**src/rtl/uart_pkg.sv**
```systemverilog
// Purpose : shared types and helpers for the parametrised UART receiver.
// Contents: rx FSM state enum, parity-mode constants, XOR-reduction helper.
// Ports   : none (package).
package uart_pkg;

  typedef enum logic [2:0] {
    IDLE,
    START,
    DATA,
    PARITY,
    STOP
  } rx_state_t;

  localparam int PARITY_NONE = 0;
  localparam int PARITY_EVEN = 1;
  localparam int PARITY_ODD  = 2;

  // XOR reduction of a payload; narrower words are zero-extended by the caller.
  function automatic logic parity_of(input logic [31:0] v);
    return ^v;
  endfunction

endpackage

```
**src/rtl/uart_rx_sync.sv**
```systemverilog
// Purpose : 2-flop synchroniser for the asynchronous serial line.
// Latency : 2 clk; no backpressure (free-running).
// Ports   : clk, reset (sync, active-high, resets to line-idle 1), din (async line), dout (synchronised line).
// Only compiled into the build when UART_RX_SYNC_EN is defined.
`ifdef UART_RX_SYNC_EN
module uart_rx_sync (
  input  logic clk,
  input  logic reset,
  input  logic din,
  output logic dout
);

  logic meta;

  // Reset to 1 so the FSM sees an idle line rather than a false start edge.
  always_ff @(posedge clk) begin
    if (reset) begin
      meta <= 1'b1;
      dout <= 1'b1;
    end else begin
      meta <= din;
      dout <= meta;
    end
  end

endmodule
`endif

```
**src/rtl/uart_receiver_param.sv**
```systemverilog
// Purpose : parametrised serial-to-parallel UART receiver (data width, parity, stop bits, oversampling).
// Latency : word presented the clk after the centre of the last stop bit (~9.5 bit periods for 8N1); +2 clk with UART_RX_SYNC_EN.
// Backpressure: word held on valid_data until data_ready; a frame completing while a word is still pending is dropped and sets sticky overrun.
// Ports   : clk, reset (sync, active-high), uart_rx (serial in, idles high), baud_rate_signal (OVERSAMPLE x baud strobe),
//           data/valid_data/data_ready (output handshake), frame_err/parity_err (qualified by valid_data), overrun (sticky).
// Macro   : UART_RX_SYNC_EN inserts a 2-flop synchroniser on uart_rx; undefined means uart_rx is already synchronous to clk.
module uart_receiver_param
  import uart_pkg::*;
#(
  parameter int DATA_BITS   = 8,
  parameter int OVERSAMPLE  = 16,
  parameter int PARITY_MODE = 0,
  parameter int STOP_BITS   = 1
) (
  input  logic                 clk,
  input  logic                 reset,
  input  logic                 uart_rx,
  input  logic                 baud_rate_signal,
  output logic [DATA_BITS-1:0] data,
  output logic                 valid_data,
  input  logic                 data_ready,
  output logic                 frame_err,
  output logic                 parity_err,
  output logic                 overrun
);

  localparam int TW = $clog2(OVERSAMPLE);
  localparam int BW = $clog2(DATA_BITS + 1);

  localparam logic [TW-1:0] HALF_LAST = TW'(OVERSAMPLE / 2 - 1);
  localparam logic [TW-1:0] BIT_LAST  = TW'(OVERSAMPLE - 1);
  localparam logic [BW-1:0] DATA_LAST = BW'(DATA_BITS - 1);
  localparam logic [BW-1:0] STOP_LAST = BW'(STOP_BITS - 1);

  logic rx;

`ifdef UART_RX_SYNC_EN
  uart_rx_sync u_rx_sync (
    .clk   (clk),
    .reset (reset),
    .din   (uart_rx),
    .dout  (rx)
  );
`else
  assign rx = uart_rx;
`endif

  rx_state_t            state;
  logic [TW-1:0]        tick_cnt;
  logic [BW-1:0]        bit_cnt;
  logic [DATA_BITS-1:0] shift;
  logic                 par_bad;
  logic                 frm_bad;

  // Centre of the current bit: the OVERSAMPLE-th tick since the previous centre.
  logic at_centre;
  assign at_centre = baud_rate_signal && (tick_cnt == BIT_LAST);

  // Parity mismatch against the fully shifted payload and the sampled parity bit.
  logic par_mis;
  always_comb begin
    par_mis = parity_of(32'(shift)) ^ rx;
    if (PARITY_MODE == PARITY_ODD) par_mis = ~par_mis;
  end

  always_ff @(posedge clk) begin
    if (reset) begin
      state      <= IDLE;
      tick_cnt   <= '0;
      bit_cnt    <= '0;
      shift      <= '0;
      par_bad    <= 1'b0;
      frm_bad    <= 1'b0;
      data       <= '0;
      valid_data <= 1'b0;
      frame_err  <= 1'b0;
      parity_err <= 1'b0;
      overrun    <= 1'b0;
    end else begin
      // Acceptance; a frame completing this same cycle overrides it below.
      if (valid_data && data_ready) valid_data <= 1'b0;

      case (state)
        IDLE: begin
          if (baud_rate_signal && !rx) begin
            state    <= START;
            tick_cnt <= '0;
          end
        end

        START: begin
          if (baud_rate_signal) begin
            if (tick_cnt == HALF_LAST) begin
              // Mid start bit: a high line means the edge was a glitch.
              tick_cnt <= '0;
              bit_cnt  <= '0;
              par_bad  <= 1'b0;
              frm_bad  <= 1'b0;
              state    <= rx ? IDLE : DATA;
            end else begin
              tick_cnt <= tick_cnt + 1'b1;
            end
          end
        end

        DATA: begin
          if (at_centre) begin
            tick_cnt <= '0;
            shift    <= {rx, shift[DATA_BITS-1:1]};
            if (bit_cnt == DATA_LAST) begin
              bit_cnt <= '0;
              state   <= (PARITY_MODE != PARITY_NONE) ? PARITY : STOP;
            end else begin
              bit_cnt <= bit_cnt + 1'b1;
            end
          end else if (baud_rate_signal) begin
            tick_cnt <= tick_cnt + 1'b1;
          end
        end

        PARITY: begin
          if (at_centre) begin
            tick_cnt <= '0;
            bit_cnt  <= '0;
            par_bad  <= par_mis;
            state    <= STOP;
          end else if (baud_rate_signal) begin
            tick_cnt <= tick_cnt + 1'b1;
          end
        end

        STOP: begin
          if (at_centre) begin
            tick_cnt <= '0;
            if (!rx) frm_bad <= 1'b1;
            if (bit_cnt == STOP_LAST) begin
              // Leave at the centre of the last stop bit so a held-low line re-triggers at once.
              state   <= IDLE;
              bit_cnt <= '0;
              if (!valid_data || data_ready) begin
                data       <= shift;
                frame_err  <= frm_bad | ~rx;
                parity_err <= par_bad;
                valid_data <= 1'b1;
              end else begin
                overrun <= 1'b1;
              end
            end else begin
              bit_cnt <= bit_cnt + 1'b1;
            end
          end else if (baud_rate_signal) begin
            tick_cnt <= tick_cnt + 1'b1;
          end
        end

        default: state <= IDLE;
      endcase
    end
  end

endmodule

```
**config.mk**
```make
export PLATFORM = sky130hd
export DESIGN_NAME = uart_receiver_param
export DESIGN_NICKNAME = d
export VERILOG_FILES = /design/src/rtl/uart_pkg.sv /design/src/rtl/uart_rx_sync.sv /design/src/rtl/uart_receiver_param.sv
export SDC_FILE = /design/constraint.sdc
export NUM_CORES = 1
export LEC_CHECK = 0
export ABC_CLOCK_PERIOD_IN_PS = 1800
export BUFFER_PORTS_ARGS = -buffer_cell sky130_fd_sc_hd__buf_2
export CELL_PAD_IN_SITES_DETAIL_PLACEMENT = 0
export CELL_PAD_IN_SITES_GLOBAL_PLACEMENT = 1
export CORE_AREA = 3 3 73 75
export CTS_CLUSTER_SIZE = 16
export DETAILED_ROUTE_END_ITERATION = 8
export DIE_AREA = 0 0 76 78
export GPL_TIMING_DRIVEN = 1
export MAX_ROUTING_LAYER = met4
export PLACE_DENSITY = 0.72
export SLEW_MARGIN = 15
export SYNTH_ARGS = -nofsm -noshare
export SYNTH_HDL_FRONTEND = slang
export SYNTH_HIERARCHICAL = 1
export SYNTH_SLANG_ARGS = --single-unit
```
**constraint.sdc**
```tcl
create_clock -name clk -period 1.8 [get_ports clk]
set_input_delay 0.09 -clock clk [delete_from_list [all_inputs] [get_ports clk]]
set_output_delay 0.09 -clock clk [all_outputs]
set_load 0.05 [all_outputs]
```
==> reports/results.ini, run 1 <==
[status]
status=finished clean

[critical_path]
startpoint_type=flop
critPathRequiredTime_ns=1.98
critPathBufInv=0
r2r_start=tick_cnt[0]
worst_ep_arrival_time_ns=1.86
slowest_delay_ns=0.37
startpoint=tick_cnt[0]
critPathKind=reg2reg
path_max_fanout=9
slowest_stage=dfxtp_1
crit_path_end_kind=flop
cp_top_family=compound AO/OA/AOI/OAI gates
critical_path.cell_chain=ha_2, and3_1, o31a_1, o211ai_1, o2111a_1

[yosys]
synth_cell_types=53
synthesis.nets=207
syn_area_sq_um=1780
yosysSeqAreaShare_pct=37.2
synth_top_family_by_area=simple AND/OR/NAND/NOR gates
synthMuxAreaShare_pct=5.07
syn_inst=199
yosys.area_share.adder_pct=2.11
yosys_warnings=6
avgSynthCellArea_sq_um=8.93
synth_compound_area_share_pct=18.3
ys_ff_latch=33
synth-simple-area-share_pct=26.7
synth-xor-area-share_pct=4.72

[clocking]
clk_pin_slew_ns=0.07
clock_latency_ns=0.28
post-cts-setup-buffers=0
cts_root_buf=clkbuf_8
numCtsBuffers=5
clock_sinks=33
clock_path_buffers=2
cts_tree=yes
htree_num_levels=2

[grt]
grt_pass1_wl_um=6350
grt_max_degree=20
antenna_found_initial=0
gr-total-overflow=0
grt_pass1_vias=1319
globalRouteTotalUtil_pct=13.6

[detailed_routing]
antenna_left=0
drt_iter0_drc=61
vias=1453
drc=0
vias_per_cell=5.12
wl_per_cell_um=13.1
drt-total-wl_um=3710
first_pass_iters=4

[floorplanning]
core_sq_um=4720
die_h_um=78
start_util_pct=37.6
pin_count=17
die_w_um=76
row_count=25
die-area_sq_um=5930

[pwr]
p_sw_share_pct=26.7
powerDensity_nw_per_um2=881
leakage_nw=0.842
p_int_mw=1.33
p_comb_share_pct=17.0
peakVddDrop_mv=0.517
power_frac_clock_pct=39.7
power_switching_mw=0.486
p_seq_share_pct=43.3

[sta]
relSlewSlack_pct=73.5
hold_viol_final=0
max_freq_mhz=594
maxSlewViolCount=0
fin_crit_sh_pct=93.5
timing.hold.ws_ns=0.134
final-setup-viol-count=0
rsz0062_at_grt=false
final.min_clock_period_ns=1.68
tns_ns=0
timing.final.ws_setup_ns=0.116
skew_ns=0.00353
worst_pin_slew_ns=0.397

[finish]
area_growth_pct=16.2
antennaDiodeCount=0
layout-drive-gt1-share_pct=20.7
nets=224

[job]
maxCapViolations=0

[place]
post-dp-hpwl_um=2600
gp_congestion=0.749
io_buffers=16
place_ws_ns=0.0933

[worst_hold_path]
min_from=uart_rx
hold_path_class=in2reg

-- cells in the final DEF, fill, tap and decap left out, drive strengths merged, types with 2 or more instances in the layout --
master	synthesis	routed
and3	2	2
a21oi	18	18
buf	11	25
dfxtp	33	33
ha	3	3
nand4	6	6
inv	3	3
o211ai	2	2
or4b	2	2
xnor2	5	5
nor3b	4	4
or3b	2	2
nand4b	3	3
mux2i	9	9
o21a	2	2
nand2b	5	5
xor2	2	2
o21ai	14	14
nor2	17	17
nand2	14	14
o31ai	2	2
nor2b	3	3
clkbuf	4	7
nand3	8	8
and3b	2	2
nor3	7	7
-- routing by layer --
layer | part of all wire [%] | vias to the layer above | GRT usage (%)
li1 | - | 748 | -
met3 | 3.1 | 5 | 3.48
met2 | 44 | 17 | 19.9
met1 | 52 | 683 | 18.4
met4 | 1.3 | 0 | 4.53
met5 | 0 | - | -
-- layout make-up --
cell class / instances / area (sq um)
fill: 495 / 2660
multi-input combinational: 148 / 1020
sequential: 33 / 661
timing repair buffer: 25 / 173
clock buffer: 7 / 86.3
tap: 67 / 83.8
clock inverter: 1 / 30.0
inverter: 3 / 11.3
-- through the flow --
step / power (mW) / utilization [%] / instance area [sq um] / cells
finish: 1.82 / 43.7 / 2060 / 284
global route: 1.91 / 43.7 / 2060 / 284
CTS: 1.83 / 43.5 / 2060 / 284
detailed placement: 1.11 / 41.1 / 1940 / 276
global placement: 1.11 / 41.1 / 1940 / 276
floorplan: 1.05 / - / 1780 / 199
-- registers in the layout, summed over array words and instances (netlist names) --
register	flops
valid_data	1
tick_cnt	4
frame_err	1
shift	8
overrun	1
par_bad	1
bit_cnt	4
frm_bad	1
data	8
state	3
parity_err	1
-- logic make-up after synthesis --
kind of cell	after synthesis
and+or+nand+nor	78
buffers and inverters	18
adders and majority gates	3
AOI/OAI and AO/OA	50
DFF	33
muxes	9
xor gates and xnor gates	8
-- path summary, 6_finish.rpt --
kind	cells after the start	slack [ns]	endpoint
min reg2reg	2	0.48	tick_cnt[1]
max	5	0.12	bit_cnt[2]
min	3	0.13	shift[7]
max reg2reg	5	0.12	bit_cnt[2]
-- power groups by stage --
stage	combinational, mW	clock (mW)	sequential, mW
after floorplan	0.279	0	0.773
after detailed placement	0.302	0	0.805
final	0.308	0.722	0.787
after global routing	0.343	0.773	0.794
after CTS	0.303	0.742	0.788
after global placement	0.305	0	0.804
-- cells in the mapped netlist, drive strengths merged --
| library cell | n | share of area [%] |
|---|---|---|
| a211o | 1 | 0.49 |
| a211oi | 1 | 0.42 |
| a21boi | 1 | 0.42 |
| a21oi | 18 | 5.3 |
| a311o | 1 | 0.56 |
| a311oi | 1 | 0.49 |
| a31oi | 1 | 0.35 |
| a41oi | 1 | 0.49 |
| and3 | 2 | 0.99 |
| and3b | 2 | 0.99 |
| buf | 11 | 4.4 |
| clkbuf | 4 | 0.84 |
| dfxtp | 33 | 37 |
| ha | 3 | 2.1 |
| inv | 3 | 0.63 |
| mux2i | 9 | 5.1 |
| nand2 | 14 | 3.0 |
| nand2b | 5 | 1.8 |
| nand3 | 8 | 2.5 |
| nand4 | 6 | 2.5 |
| nand4b | 3 | 1.5 |
| nor2 | 17 | 4.0 |
| nor2b | 3 | 1.1 |
| nor3 | 7 | 2.0 |
| nor3b | 4 | 2.3 |
| nor4b | 1 | 0.84 |
| nor4bb | 1 | 0.56 |
| o2111a | 1 | 0.63 |
| o211a | 1 | 0.56 |
| o211ai | 2 | 0.84 |
| o21a | 2 | 0.84 |
| o21ai | 14 | 3.9 |
| o22a | 1 | 0.49 |
| o22ai | 1 | 1.1 |
| o31a | 1 | 0.49 |
| o31ai | 2 | 0.84 |
| or2 | 1 | 0.35 |
| or3b | 2 | 1.1 |
| or4b | 2 | 1.3 |
| xnor2 | 5 | 2.5 |
| xnor3 | 1 | 1.3 |
| xor2 | 2 | 0.99 |
-- repair_timing --
action / in CTS / in global routing
setup endpoints to repair: 0 / 5
resized for setup: 0 / 2
hold buffers: 0 / 0
-- worst min-delay path, cell delays in order --
cell and delay, ns:
buf_2 0.15, nand2_1 0.07, a21oi_1 0.05
No activity file was read; power rests on OpenSTA's default activity.
==> run 2, diff against run 1 <==
--- a/config.mk
+++ b/config.mk
@@ -11,9 +11,9 @@
 export CELL_PAD_IN_SITES_GLOBAL_PLACEMENT = 1
-export CORE_AREA = 3 3 73 75
+export CORE_AREA = 3 3 81 83
 export CTS_CLUSTER_SIZE = 16
 export DETAILED_ROUTE_END_ITERATION = 8
-export DIE_AREA = 0 0 76 78
+export DIE_AREA = 0 0 84 86
 export GPL_TIMING_DRIVEN = 1
 export MAX_ROUTING_LAYER = met4
-export PLACE_DENSITY = 0.72
+export PLACE_DENSITY = 0.61
 export SLEW_MARGIN = 15
--- a/constraint.sdc
+++ b/constraint.sdc
@@ -3,2 +3,2 @@
 set_output_delay 0.09 -clock clk [all_outputs]
-set_load 0.05 [all_outputs]
+set_load 0.005 [all_outputs]
==> run 2 against run 1 <==
  * Count of clock-buffer cells in the layout is 2 lower
  * Via count is 1.6% higher
  * Cell area is 0.67% lower
  * Global-route usage is 1.7 points lower
  * Largest cell class unchanged
==> reports/results.ini, run 2 (same netlist as run 1, synthesis figures left out) <==
[finish]
nets=229  ; +2.2%
reg.largest.list=data x8, shift x8
area_growth_pct=15.4
antennaDiodeCount=0  ; unchanged
fill_cells=637  ; +29%
final_common_cell=dfxtp_1
fin_cells=297  ; +4.6%
layout_common_cells=dfxtp_1 (33), a21oi_1 (17), nor2_1 (16), buf_2 (16)
layout-drive-gt1-share_pct=22.5  ; +1.8 points

[sta]
timing.hold.ws_ns=0.113  ; -0.0205 ns
fin_crit_sh_pct=90.9  ; -2.6 points
maxSlewViolCount=0  ; unchanged
hold_viol_final=0  ; unchanged
max_freq_mhz=611  ; +2.9%
relSlewSlack_pct=69.7  ; -3.8 points
final.min_clock_period_ns=1.64  ; -0.0467 ns
rsz0062_at_grt=false
final-setup-viol-count=0  ; unchanged
worst_pin_slew_ns=0.451  ; +0.0544 ns
tns_ns=0  ; unchanged
skew_ns=0.00559  ; +0.00205 ns

[floorplanning]
core_sq_um=5920  ; +25%
die-area_sq_um=7220  ; +22%
start_util_pct=30.0  ; -7.6 points
die_h_um=86  ; +10%
row_count=28  ; +12%
pin_count=17  ; unchanged
die_w_um=84  ; +11%

[grt]
grt_pass1_wl_um=6810  ; +7.2%
globalRouteTotalUtil_pct=11.9  ; -1.7 points
gr-total-overflow=0  ; unchanged
grt_max_degree=24  ; +20%
grt_pass1_vias=1476  ; +12%
antenna_found_initial=0  ; unchanged

[critical_path]
worstReg2RegEnd=state[0]
critPathKind=reg2reg
crit_end=state[0]
r2r_start=state[2]
worst_ep_arrival_time_ns=1.86  ; about the same
critPathRequiredTime_ns=2.02  ; +0.04 ns
startpoint=state[2]
rr_worst_depth=4  ; -1
crit_path_end_kind=flop
path_max_fanout=10  ; +1
startpoint_type=flop
r2r_slack_ns=0.16  ; +0.05 ns

[place]
io_buffers=16  ; unchanged
place_inst=286  ; +3.6%
post-dp-hpwl_um=2630  ; +1.2%
gp_congestion=0.750  ; +0.12%

[job]
maxCapViolations=0  ; unchanged

[detailed_routing]
first_pass_iters=4  ; unchanged
drc=0  ; unchanged
wl_per_cell_um=12.7  ; -2.8%
vias_per_cell=4.97  ; -2.9%
antenna_left=0  ; unchanged
drt_iter0_drc=74  ; +21%
vias=1476  ; +1.6%
drt-total-wl_um=3770  ; +1.6%

[clocking]
clock_sinks=33  ; unchanged
cts_root_buf=clkbuf_8
clock_path_buffers=2  ; unchanged
clk_pin_slew_ns=0.07  ; about the same
clock_latency_ns=0.29  ; about the same
htree_num_levels=2  ; unchanged
numCtsBuffers=5  ; unchanged
cts_tree=yes

[status]
status=finished clean

[pwr]
peakVddDrop_mv=0.346  ; -33%
leakage_nw=0.844  ; +0.29%
powerDensity_nw_per_um2=817  ; -7.2%
finalPower_mw=1.68  ; -7.9%

[worst_hold_path]
hold_path_class=in2reg
min_from=data_ready
hold_depth=3  ; unchanged

-- run 2: layout make-up --
class                   count  area, sq um  share of cell area, %
multi-input cells         148         1010                   49.4
flip-flops and latches     33          661                   32.2
well taps                  75         93.8                   4.58
clock buffers               5         68.8                   3.36
clock inverters             3         17.5                  0.854
inverters                   3         11.3                  0.549
repair buffers             30          185                   9.03
-- run 2: power by group --
| part | switching (mW) | total, mW | internal, mW |
|---|---|---|---|
| Clock | 0.283 | 0.550 | 0.267 |
| Combinational | 0.193 | 0.346 | 0.153 |
| Sequential | 0.0322 | 0.779 | 0.747 |
-- run 2: how the worst min path moves through the flow --
stage,to,slack (ns)
after CTS,valid_data,0.11
after detailed placement,valid_data,0.42
after global routing,shift[7],0.16
final,valid_data,0.11
after floorplan,shift[7],0.23
after global placement,valid_data,0.42
-- run 2: worst max-delay path, stage by stage (launching register included) --
cell and delay, ns:
dfxtp_1 0.53, or3b_1 0.51, o22ai_4 0.27, o31ai_1 0.13, a21oi_2 0.14
-- run 2: stage by stage --
step	util [%]	instance area [sq um]	worst slack (ns)
2_1_floorplan	-	1780	0.243
3_3_place_gp	32.8	1940	0.138
3_5_place_dp	32.8	1940	0.116
4_1_cts	34.2	2030	0.0994
5_1_grt	34.6	2050	0.0209
6_report	34.6	2050	0.163
-- run 2: layer usage --
layer	up-vias	global-route usage (%)	part of all wire, %	wire [um]
li1	762	-	-	-
met1	692	14.2	50	1890
met2	16	19.2	46	1720
met3	6	3.55	2.8	105
met4	0	3.95	1.4	52
met5	-	-	0	0
-- run 2: what timing repair did --
action,CTS,global route
gates resized for setup,0,1
hold buffers,0,0
endpoints found under the setup margin,0,5
buffers inserted,0,3
==> run 3, diff against run 2 <==
ABC_CLOCK_PERIOD_IN_PS = 1700   (was 1800)
clock period = 1.7 ns   (was 1.8 ns; I/O delays follow)
==> run 3 against run 2 <==
  * Clock power up 5.5%
  * Clock skew up 0.00079 ns
  * Utilization up 1.1 points
  * Die area unchanged
  * Critical path type unchanged
  * Critical path depth up 3
  * Setup slack worse by 0.039 ns
  * Sequential cell count unchanged
  * Sequential share of layout area down 0.87 points
==> reports/results.ini, run 3 (same netlist as run 1, synthesis figures left out) <==
[detailed_routing]
first_pass_iters=4  ; unchanged
vias=1491  ; +1.0%
drt-total-wl_um=3850  ; +2.2%
vias_per_cell=4.97  ; about the same
wl_per_cell_um=12.8  ; +1.2%
drt_iter0_drc=42  ; -43%
antenna_left=0  ; unchanged
drc=0  ; unchanged

[job]
maxCapViolations=0  ; unchanged

[critical_path]
crit_path_end_kind=flop
critPathKind=reg2reg
worst_ep_arrival_time_ns=1.73  ; -0.13 ns
path_max_fanout=5  ; -5
critPathRequiredTime_ns=1.86  ; -0.16 ns
startpoint_type=flop

[grt]
grt_pass1_wl_um=6580  ; -3.3%
use_met1_pct=13.8  ; -0.37 points
grt_max_degree=31  ; +29%
antenna_found_initial=0  ; unchanged
gr-total-overflow=0  ; unchanged
grt_pass1_vias=1440  ; -2.4%
gr-usage-met3_pct=3.07  ; -0.48 points
use_met2_pct=18.6  ; -0.65 points
globalRouteTotalUtil_pct=11.5  ; -0.42 points
grt.busiest_layer=met2

[pwr]
power_switching_mw=0.542  ; +6.6%
powerDensity_nw_per_um2=843  ; +3.2%
p_seq_share_pct=46.6  ; about the same
finalPower_mw=1.78  ; +6.5%
p_comb_share_pct=20.9  ; +0.3 points
p_sw_share_pct=30.4  ; +0.046 points
leakage_nw=0.873  ; +3.4%
p_int_mw=1.24  ; +6.4%
peakVddDrop_mv=0.332  ; -3.9%
power_frac_clock_pct=32.5  ; -0.3 points

[sta]
skew_ns=0.00637  ; +0.000786 ns
final.min_clock_period_ns=1.58  ; -0.0608 ns
worst_pin_slew_ns=0.410  ; -0.0412 ns
max_freq_mhz=634  ; +3.9%
final-setup-viol-count=0  ; unchanged
hold_viol_final=0  ; unchanged
fin_crit_sh_pct=92.7  ; +1.8 points
relSlewSlack_pct=72.5  ; +2.8 points
maxSlewViolCount=0  ; unchanged

[floorplanning]
core_sq_um=5920  ; unchanged
row_count=28  ; unchanged
die_w_um=84  ; unchanged
die_h_um=86  ; unchanged
pin_count=17  ; unchanged
die-area_sq_um=7220  ; unchanged
start_util_pct=30.0  ; unchanged

[place]
place_inst=289  ; +1.0%
post-dp-hpwl_um=2680  ; +2.0%
gp_congestion=0.738  ; -1.5%
io_buffers=16  ; unchanged

[clocking]
cts_root_buf=clkbuf_8
cts_tree=yes
numCtsBuffers=5  ; unchanged
clk_pin_slew_ns=0.07  ; about the same
clock_latency_ns=0.28  ; about the same
postCtsHoldBufs=0  ; unchanged
clock_path_buffers=2  ; unchanged
htree_num_levels=2  ; unchanged
clock_sinks=33  ; unchanged

[worst_hold_path]
hold_path_class=in2reg

[finish]
final_common_cell=dfxtp_1
layout_common_cells=dfxtp_1 (31), a21oi_1 (17), nor2_1 (16), buf_2 (16), buf_4 (15)
area_growth_pct=19.1
antennaDiodeCount=0  ; unchanged
reg.largest.list=data x8, shift x8
fill_cells=608  ; -4.6%
nets=232  ; +1.3%
layout-drive-gt1-share_pct=24.4  ; +1.9 points
fin_cells=300  ; +1.0%

[status]
status=finished clean

## run 3: changes by cell type in the layout (fill, tap and decap cells not counted)
| cell | before | now |
|---|---|---|
| dfxtp_1 | 33 | 31 |
| dfxtp_2 | 0 | 2 |
| buf_12 | 0 | 1 |
| buf_4 | 14 | 15 |
| clkbuf_16 | 0 | 1 |
| ha_2 | 1 | 0 |
| ha_4 | 0 | 1 |
## run 3: critical path, cell delays in order, from the launching register on
cell	delay, ns
dfxtp_1	0.40
ha_4	0.18
nand4_2	0.11
nand4b_1	0.23
buf_4	0.19
clkbuf_16	0.15
mux2i_1	0.13
nor2_1	0.05
## run 3: layer usage
metal  wire length (um)  vias to the layer above  share of wire (%)
li1                   -                      774                  -
met1               1950                      694                 51
met5                  0                        -                  0
met2               1800                       23                 47
met3                 99                        0                2.6
met4                  0                        0                  0
## run 3: power by group through the flow
stage | Clock (mW) | Sequential [mW] | Combinational [mW]
3_3_place_gp | 0 | 0.847 | 0.373
6_report | 0.580 | 0.831 | 0.372
5_1_grt | 0.644 | 0.836 | 0.405
4_1_cts | 0.610 | 0.828 | 0.368
2_1_floorplan | 0 | 0.819 | 0.295
3_5_place_dp | 0 | 0.845 | 0.366
## run 3: path summary, 6_finish.rpt
path | cells past startpoint | slack, ns | to | startpoint
min reg2reg | 2 | 0.48 | overrun | overrun
max | 7 | 0.12 | data[7] | tick_cnt[0]
min | 2 | 0.06 | tick_cnt[1] | reset
max reg2reg | 7 | 0.12 | data[7] | tick_cnt[0]
## run 3: metrics by stage
stage	setup WS [ns]	utilization [%]	hold WS, ns	TNS, ns	cell area, sq um
floorplan	0.143	-	0.221	0	1780
global placement	0.0485	33.3	0.359	0	1970
detailed placement	0.0104	33.3	0.364	0	1970
CTS	0.0482	34.9	0.0557	0	2070
global route	-0.00531	35.7	0.0627	-0.00548	2120
finish	0.124	35.7	0.0555	0	2120
## run 3: final cells by class
type | count | area, sq um | area share [%]
Multi-Input combinational cell | 148 | 1020 | 48.4
Clock buffer | 5 | 68.8 | 3.25
Clock inverter | 3 | 17.5 | 0.828
Tap cell | 75 | 93.8 | 4.44
Sequential cell | 33 | 663 | 31.3
Timing Repair Buffer | 33 | 238 | 11.2
Inverter | 3 | 11.3 | 0.532
## run 3: what timing repair did
item | CTS | global route
endpoints found under the setup margin | 1 | 18
pin swaps | 0 | 1
buffers inserted | 1 | 1
resized for setup | 0 | 4
cloned | 0 | 1
